### config.mk
export PLATFORM = sky130hd
export DESIGN_NAME = div_unit_cached
export DESIGN_NICKNAME = d
export VERILOG_FILES = /design/src/rtl/div_unit_cached.sv
export SDC_FILE = /design/constraint.sdc
export NUM_CORES = 1
export LEC_CHECK = 0
export CAP_MARGIN = 20
export CORE_MARGIN = 1.5
export CORE_UTILIZATION = 45
export CTS_CLUSTER_DIAMETER = 80
export DETAILED_ROUTE_END_ITERATION = 7
export DONT_BUFFER_PORTS = 1
export GPL_ROUTABILITY_DRIVEN = 0
export GPL_TIMING_DRIVEN = 1
export SLEW_MARGIN = 10
export SYNTH_ARGS = -nofsm -noshare
export SYNTH_HDL_FRONTEND = slang
export SYNTH_SLANG_ARGS = --single-unit
export TNS_END_PERCENT = 100
### constraint.sdc
create_clock -name clk -period 11.3 [get_ports clk]
set_input_delay 2.26 -clock clk [delete_from_list [all_inputs] [get_ports clk]]
set_output_delay 2.26 -clock clk [all_outputs]
set_load 0.005 [all_outputs]
### src/rtl/div_unit_cached.sv
// Iterative radix-2 restoring divider with a small round-robin result history.
// Fast paths: divide-by-zero, signed overflow, zero dividend and history hits.
module div_unit_cached #(
   parameter int W     = 32,
   parameter int DEPTH = 4
) (
   input  logic         clk,
   input  logic         rstn,
   input  logic         flush,
   input  logic         in_valid,
   output logic         in_ready,
   input  logic         in_sign,
   input  logic [W-1:0] op1,
   input  logic [W-1:0] op2,
   output logic         out_valid,
   input  logic         out_ready,
   output logic [W-1:0] quo,
   output logic [W-1:0] rem,
   output logic         out_hit
);

   localparam int PW = (DEPTH > 1) ? $clog2(DEPTH) : 1;
   localparam int CW = $clog2(W + 1);

   typedef enum logic [1:0] {IDLE, CALC, DONE} state_t;

   state_t         state;
   logic [W-1:0]   a_lat;
   logic [W-1:0]   b_lat;
   logic           s_lat;
   logic           neg_q;
   logic           neg_r;
   logic [W-1:0]   b_mag;
   logic [W-1:0]   q_acc;
   logic [W-1:0]   r_acc;
   logic [CW-1:0]  cnt;

   logic           h_vld [DEPTH];
   logic [W-1:0]   h_op1 [DEPTH];
   logic [W-1:0]   h_op2 [DEPTH];
   logic           h_sgn [DEPTH];
   logic [W-1:0]   h_quo [DEPTH];
   logic [W-1:0]   h_rem [DEPTH];
   logic [PW-1:0]  wr_ptr;

   logic [W-1:0]   smin;
   logic [W-1:0]   a_mag_in;
   logic [W-1:0]   b_mag_in;
   logic           hit;
   logic [W-1:0]   hit_quo;
   logic [W-1:0]   hit_rem;
   logic           fast;
   logic           f_hit;
   logic [W-1:0]   f_quo;
   logic [W-1:0]   f_rem;

   logic [W:0]     sh;
   logic [W:0]     df;
   logic [W-1:0]   q_nx;
   logic [W-1:0]   r_nx;
   logic [W-1:0]   q_fix;
   logic [W-1:0]   r_fix;
   logic           last;
   logic           hist_we;

   assign smin     = {1'b1, {(W-1){1'b0}}};
   assign a_mag_in = (in_sign && op1[W-1]) ? -op1 : op1;
   assign b_mag_in = (in_sign && op2[W-1]) ? -op2 : op2;

   // Lowest matching index wins: scan downward so it is assigned last.
   always_comb begin
      hit     = 1'b0;
      hit_quo = '0;
      hit_rem = '0;
      for (int i = DEPTH - 1; i >= 0; i--) begin
         if (h_vld[i] && h_op1[i] == op1 &&
             h_op2[i] == op2 && h_sgn[i] == in_sign) begin
            hit     = 1'b1;
            hit_quo = h_quo[i];
            hit_rem = h_rem[i];
         end
      end
   end

   always_comb begin
      fast  = 1'b1;
      f_hit = 1'b0;
      f_quo = '0;
      f_rem = '0;
      if (op2 == '0) begin
         f_quo = '1;
         f_rem = op1;
      end else if (in_sign && op1 == smin && op2 == '1) begin
         f_quo = op1;
      end else if (op1 == '0) begin
         f_quo = '0;
      end else if (hit) begin
         f_hit = 1'b1;
         f_quo = hit_quo;
         f_rem = hit_rem;
      end else begin
         fast = 1'b0;
      end
   end

   // One restoring step: shift in the next dividend bit, try to subtract.
   always_comb begin
      sh = {r_acc, q_acc[W-1]};
      df = sh - {1'b0, b_mag};
      if (df[W]) begin
         r_nx = sh[W-1:0];
         q_nx = {q_acc[W-2:0], 1'b0};
      end else begin
         r_nx = df[W-1:0];
         q_nx = {q_acc[W-2:0], 1'b1};
      end
   end

   assign q_fix   = neg_q ? -q_nx : q_nx;
   assign r_fix   = neg_r ? -r_nx : r_nx;
   assign last    = (state == CALC) && (cnt == CW'(1));
   assign hist_we = last && !flush;

   always_ff @(posedge clk) begin
      if (!rstn) begin
         state     <= IDLE;
         in_ready  <= 1'b1;
         out_valid <= 1'b0;
         out_hit   <= 1'b0;
         quo       <= '0;
         rem       <= '0;
         a_lat     <= '0;
         b_lat     <= '0;
         s_lat     <= 1'b0;
         neg_q     <= 1'b0;
         neg_r     <= 1'b0;
         b_mag     <= '0;
         q_acc     <= '0;
         r_acc     <= '0;
         cnt       <= '0;
      end else if (flush) begin
         state     <= IDLE;
         in_ready  <= 1'b1;
         out_valid <= 1'b0;
         out_hit   <= 1'b0;
      end else begin
         unique case (state)
            IDLE: begin
               if (in_valid && in_ready) begin
                  a_lat    <= op1;
                  b_lat    <= op2;
                  s_lat    <= in_sign;
                  neg_q    <= in_sign & (op1[W-1] ^ op2[W-1]);
                  neg_r    <= in_sign & op1[W-1];
                  in_ready <= 1'b0;
                  if (fast) begin
                     state     <= DONE;
                     out_valid <= 1'b1;
                     quo       <= f_quo;
                     rem       <= f_rem;
                     out_hit   <= f_hit;
                  end else begin
                     state <= CALC;
                     cnt   <= CW'(W);
                     q_acc <= a_mag_in;
                     r_acc <= '0;
                     b_mag <= b_mag_in;
                  end
               end
            end
            CALC: begin
               q_acc <= q_nx;
               r_acc <= r_nx;
               cnt   <= cnt - CW'(1);
               if (last) begin
                  state     <= DONE;
                  out_valid <= 1'b1;
                  quo       <= q_fix;
                  rem       <= r_fix;
                  out_hit   <= 1'b0;
               end
            end
            DONE: begin
               if (out_ready) begin
                  state     <= IDLE;
                  out_valid <= 1'b0;
                  in_ready  <= 1'b1;
               end
            end
            default: state <= IDLE;
         endcase
      end
   end

   always_ff @(posedge clk) begin
      if (!rstn) begin
         for (int i = 0; i < DEPTH; i++) h_vld[i] <= 1'b0;
         wr_ptr <= '0;
      end else if (hist_we) begin
         h_vld[wr_ptr] <= 1'b1;
         wr_ptr <= (wr_ptr == PW'(DEPTH - 1)) ? '0 : wr_ptr + PW'(1);
      end
   end

   always_ff @(posedge clk) begin
      if (hist_we) begin
         h_op1[wr_ptr] <= a_lat;
         h_op2[wr_ptr] <= b_lat;
         h_sgn[wr_ptr] <= s_lat;
         h_quo[wr_ptr] <= q_fix;
         h_rem[wr_ptr] <= r_fix;
      end
   end

endmodule
==> summary.txt <==
shortest clock period the worst path allows after layout - 6890 ps
TritonCTS clock tree - done
# clock sinks - 760
setup slack at placement - 4260 ps
ratio of cells with drive above 1 in the final layout - 0.0698
clock-pin transition on the worst setup and hold timing paths - 60 ps
placeable core region - 82400 um2
First DRT Iteration DRCs - 3342
simple logic cell fraction of the synthesized area - 0.172
type of the worst min-delay path - reg -> reg
Initial Utilization - 0.456
total internal power - 0.00484 W
largest family of logic cells by synthesized area - simple AND/OR/NAND/NOR gates
Final Power - 0.00640 W
GRT Util Overall - 0.309
total half-perimeter wirelength after legalization and detailed placement - 93700 um
Critical Path AT - 7470 ps
hold buffers post-CTS - 0
type of the worst setup path - reg -> reg
most frequent cell after synthesis - sky130_fd_sc_hd__edfxtp_1
Finish-stage setup viols - 0
sequential power share - 0.475
slew at the pin closest to its max-slew limit - 1100 ps
number of cells produced by synthesis - 3619
ranking of synthesized cells by area - sky130_fd_sc_hd__edfxtp_1 41%, sky130_fd_sc_hd__dfxtp_1 13%, sky130_fd_sc_hd__xnor2_1 5.2%
Gates resized, CTS repair - 0
required arrival time at the worst endpoint - 11880 ps
number of DRC violations after detailed routing - 0
final-layout setup total negative slack - 0 ps
outcome - complete, no violations
area of the mapped netlist - 37600 um2
largest voltage drop on the vdd net - 0.000150 V
mux contribution to synthesized area - 0.00789
commonest register cell after synthesis - sky130_fd_sc_hd__edfxtp_1
net load switching power - 0.00156 W
routed length per placed instance - 28.8 um
endpoint type of the worst setup path - flop
grt ovf - 0
Root Buffer Master - sky130_fd_sc_hd__clkbuf_16
Synth warnings - 0
worst setup path end - quo[22]$_SDFFE_PN0P_
setup repair after global routing missed its margin - false
DR vias - 29100
Final WS setup - 4410 ps
Synth cell types - 103
clock network fraction of design power - 0.445
area fraction in compound gates after synthesis - 0.151
launch point of the critical path - q_acc[31]$_SDFFE_PN0P_
Post-Syn Area per Cell - 10.4 um2
Clock Tree Buf Depth - 3
Final ANT Viol Nets - 0
flop2flop setup slack - 4410 ps
post-CTS setup-driven buffer insertion count - 0
PwrDens - 156 nW/um2
global-route wire length before repair - 193000 um
reported max-cap violation count - 0
# diodes - 0
normalized max-slew margin - 0.263
switching power share of the total - 0.244
reg-to-reg critical path endpoint - quo[22]$_SDFFE_PN0P_
Crit Path Max Fanout - 37
initial antenna violation count - 3
post-synthesis sequential area ratio - 0.543
Layout Skew - 45.8 ps
Total Die Area - 85200 um2
height of the die - 292 um
proportion of netlist area held by the largest area contributor - 0.413
first-pass iteration count of the detailed router - 5
maximum number of pins on one net before global-route repair - 92
count of flip-flops with a built-in enable after synthesis - 517
worst-case reg-to-reg path depth - 22
aggregate routed wire length - 134000 um
XOR/XNOR Fraction of Synth Area - 0.0725
net count after synthesis - 3733
Logic pwr share - 0.080
port buffer count - 0
cell taking the most area after synthesis - sky130_fd_sc_hd__edfxtp_1
Horiz. Die Dim - 292 um
Vias per Instance - 6.27
total CTS buffers - 85
hold violation total from the final report - 0
Static Leak - 13.9 nW
final cycle utilization of the critical path - 0.610
area growth from synthesis to final layout - 9.45%
count of pins over their slew limit - 0
Startpoint Class - flop
share of synthesized cell area in full adder, half adder and majority cells - 0.0149
number of global-route vias before repair - 27200
count of nets after finishing - 3611
# IOs - 137
FFs w/ async S/R, synth - 0
standard-cell row count - 105
flop and latch count out of synthesis - 760
highest clock rate - 0.145 GHz
Clock H-tree levels - 3
leading post-synthesis cells by instance count - 517 x sky130_fd_sc_hd__edfxtp_1, 346 x sky130_fd_sc_hd__nand2_1, 275 x sky130_fd_sc_hd__a21oi_1, 269 x sky130_fd_sc_hd__nor2_1, 243 x sky130_fd_sc_hd__dfxtp_1
startpoint of the worst register-to-register path - q_acc[31]$_SDFFE_PN0P_
latest clock arrival within the worst-skew pair - 650 ps
registers in the layout, indices dropped and copies added (netlist names), 2 cells and up:
name    cells
h_vld       4
rem        32
r_acc      32
q_acc      32
state       2
b_lat      32
b_mag      32
h_op2     128
a_lat      32
quo        32
cnt         6
h_quo     128
h_sgn       4
h_op1     128
h_rem     128
wr_ptr      2
through the flow:
step	hold slack (ps)	std cells	cell area, um2	util
after floorplan	435	3619	37600	-
after global placement	445	4477	38200	0.464
after detailed placement	457	4478	38200	0.464
after CTS	465	4637	41100	0.499
after global routing	499	4639	41100	0.499
final	464	4639	41100	0.499
worst max-delay path: stages (launching register included):
cell	delay [ps]
sky130_fd_sc_hd__dfxtp_1	430
sky130_fd_sc_hd__inv_1	70
sky130_fd_sc_hd__ha_1	210
sky130_fd_sc_hd__fa_1	410
sky130_fd_sc_hd__nand2b_1	210
sky130_fd_sc_hd__a21oi_1	350
sky130_fd_sc_hd__o211ai_4	200
sky130_fd_sc_hd__a211oi_4	340
sky130_fd_sc_hd__o21a_1	270
sky130_fd_sc_hd__buf_4	280
sky130_fd_sc_hd__nor2_8	50
sky130_fd_sc_hd__buf_4	310
sky130_fd_sc_hd__inv_2	490
sky130_fd_sc_hd__buf_4	350
sky130_fd_sc_hd__ha_1	200
sky130_fd_sc_hd__nand2b_1	80
sky130_fd_sc_hd__or3_1	420
sky130_fd_sc_hd__nand2b_1	250
sky130_fd_sc_hd__or4_1	620
sky130_fd_sc_hd__o31a_1	290
sky130_fd_sc_hd__xor2_1	510
sky130_fd_sc_hd__o211ai_1	230
sky130_fd_sc_hd__a21oi_1	180
cell type report:
cell class | instances | area [um2]
clock inverters | 52 | 583
inverters | 98 | 370
multi-input cells | 2514 | 15800
flip-flops and latches | 760 | 20400
well taps | 1070 | 1340
fillers | 7417 | 41300
repair buffers | 38 | 303
clock buffers | 107 | 2300
metal layers:
layer,wire (um),global-route usage
met1,52400,0.406
met2,59500,0.473
met3,13700,0.0712
met4,8190,0.168
met5,9,0
power groups by stage:
stage	Sequential [W]	Combinational (W)	Clock, W
6_report	0.00304	0.000512	0.00285
5_1_grt	0.00304	0.000552	0.00299
4_1_cts	0.00304	0.000503	0.00288
3_5_place_dp	0.00310	0.000501	0
3_3_place_gp	0.00310	0.000499	0
2_1_floorplan	0.00308	0.000395	0
kinds of logic (layout without fill, tap and decap cells):
family | after synthesis | in the layout
AOI/OAI and AO/OA | 840 | 840
xor gates and xnor gates | 311 | 311
buffers and inverters | 345 | 295
muxes | 28 | 28
and+or+nand+nor | 1291 | 1291
adders and majority gates | 44 | 44
DFF | 760 | 760
layout by cell type, fill, tap and decap left out, drive strengths merged, types with 54 or more instances in the layout:
master	instances
a211oi	55
a21oi	278
a221oi	64
clkbuf	108
dfxtp	243
edfxtp	517
inv	104
nand2	347
nand2b	146
nand3	55
nand4	124
nor2	272
nor3	127
nor4	54
o21ai	151
xnor2	222
xor2	89
worst min path at each step:
stage / startpoint / end / slack (ps) / depth (start not counted)
after floorplan: quo[15]$_SDFFE_PN0P_ / quo[15]$_SDFFE_PN0P_ / 430 / 2
after global placement: neg_r$_SDFFE_PN0P_ / neg_r$_SDFFE_PN0P_ / 450 / 2
after detailed placement: neg_r$_SDFFE_PN0P_ / neg_r$_SDFFE_PN0P_ / 460 / 2
after CTS: neg_r$_SDFFE_PN0P_ / neg_r$_SDFFE_PN0P_ / 460 / 2
after global routing: quo[28]$_SDFFE_PN0P_ / quo[28]$_SDFFE_PN0P_ / 500 / 2
final: rem[29]$_SDFFE_PN0P_ / rem[29]$_SDFFE_PN0P_ / 460 / 2
Note: power is estimated with default switching activity, not from simulation.
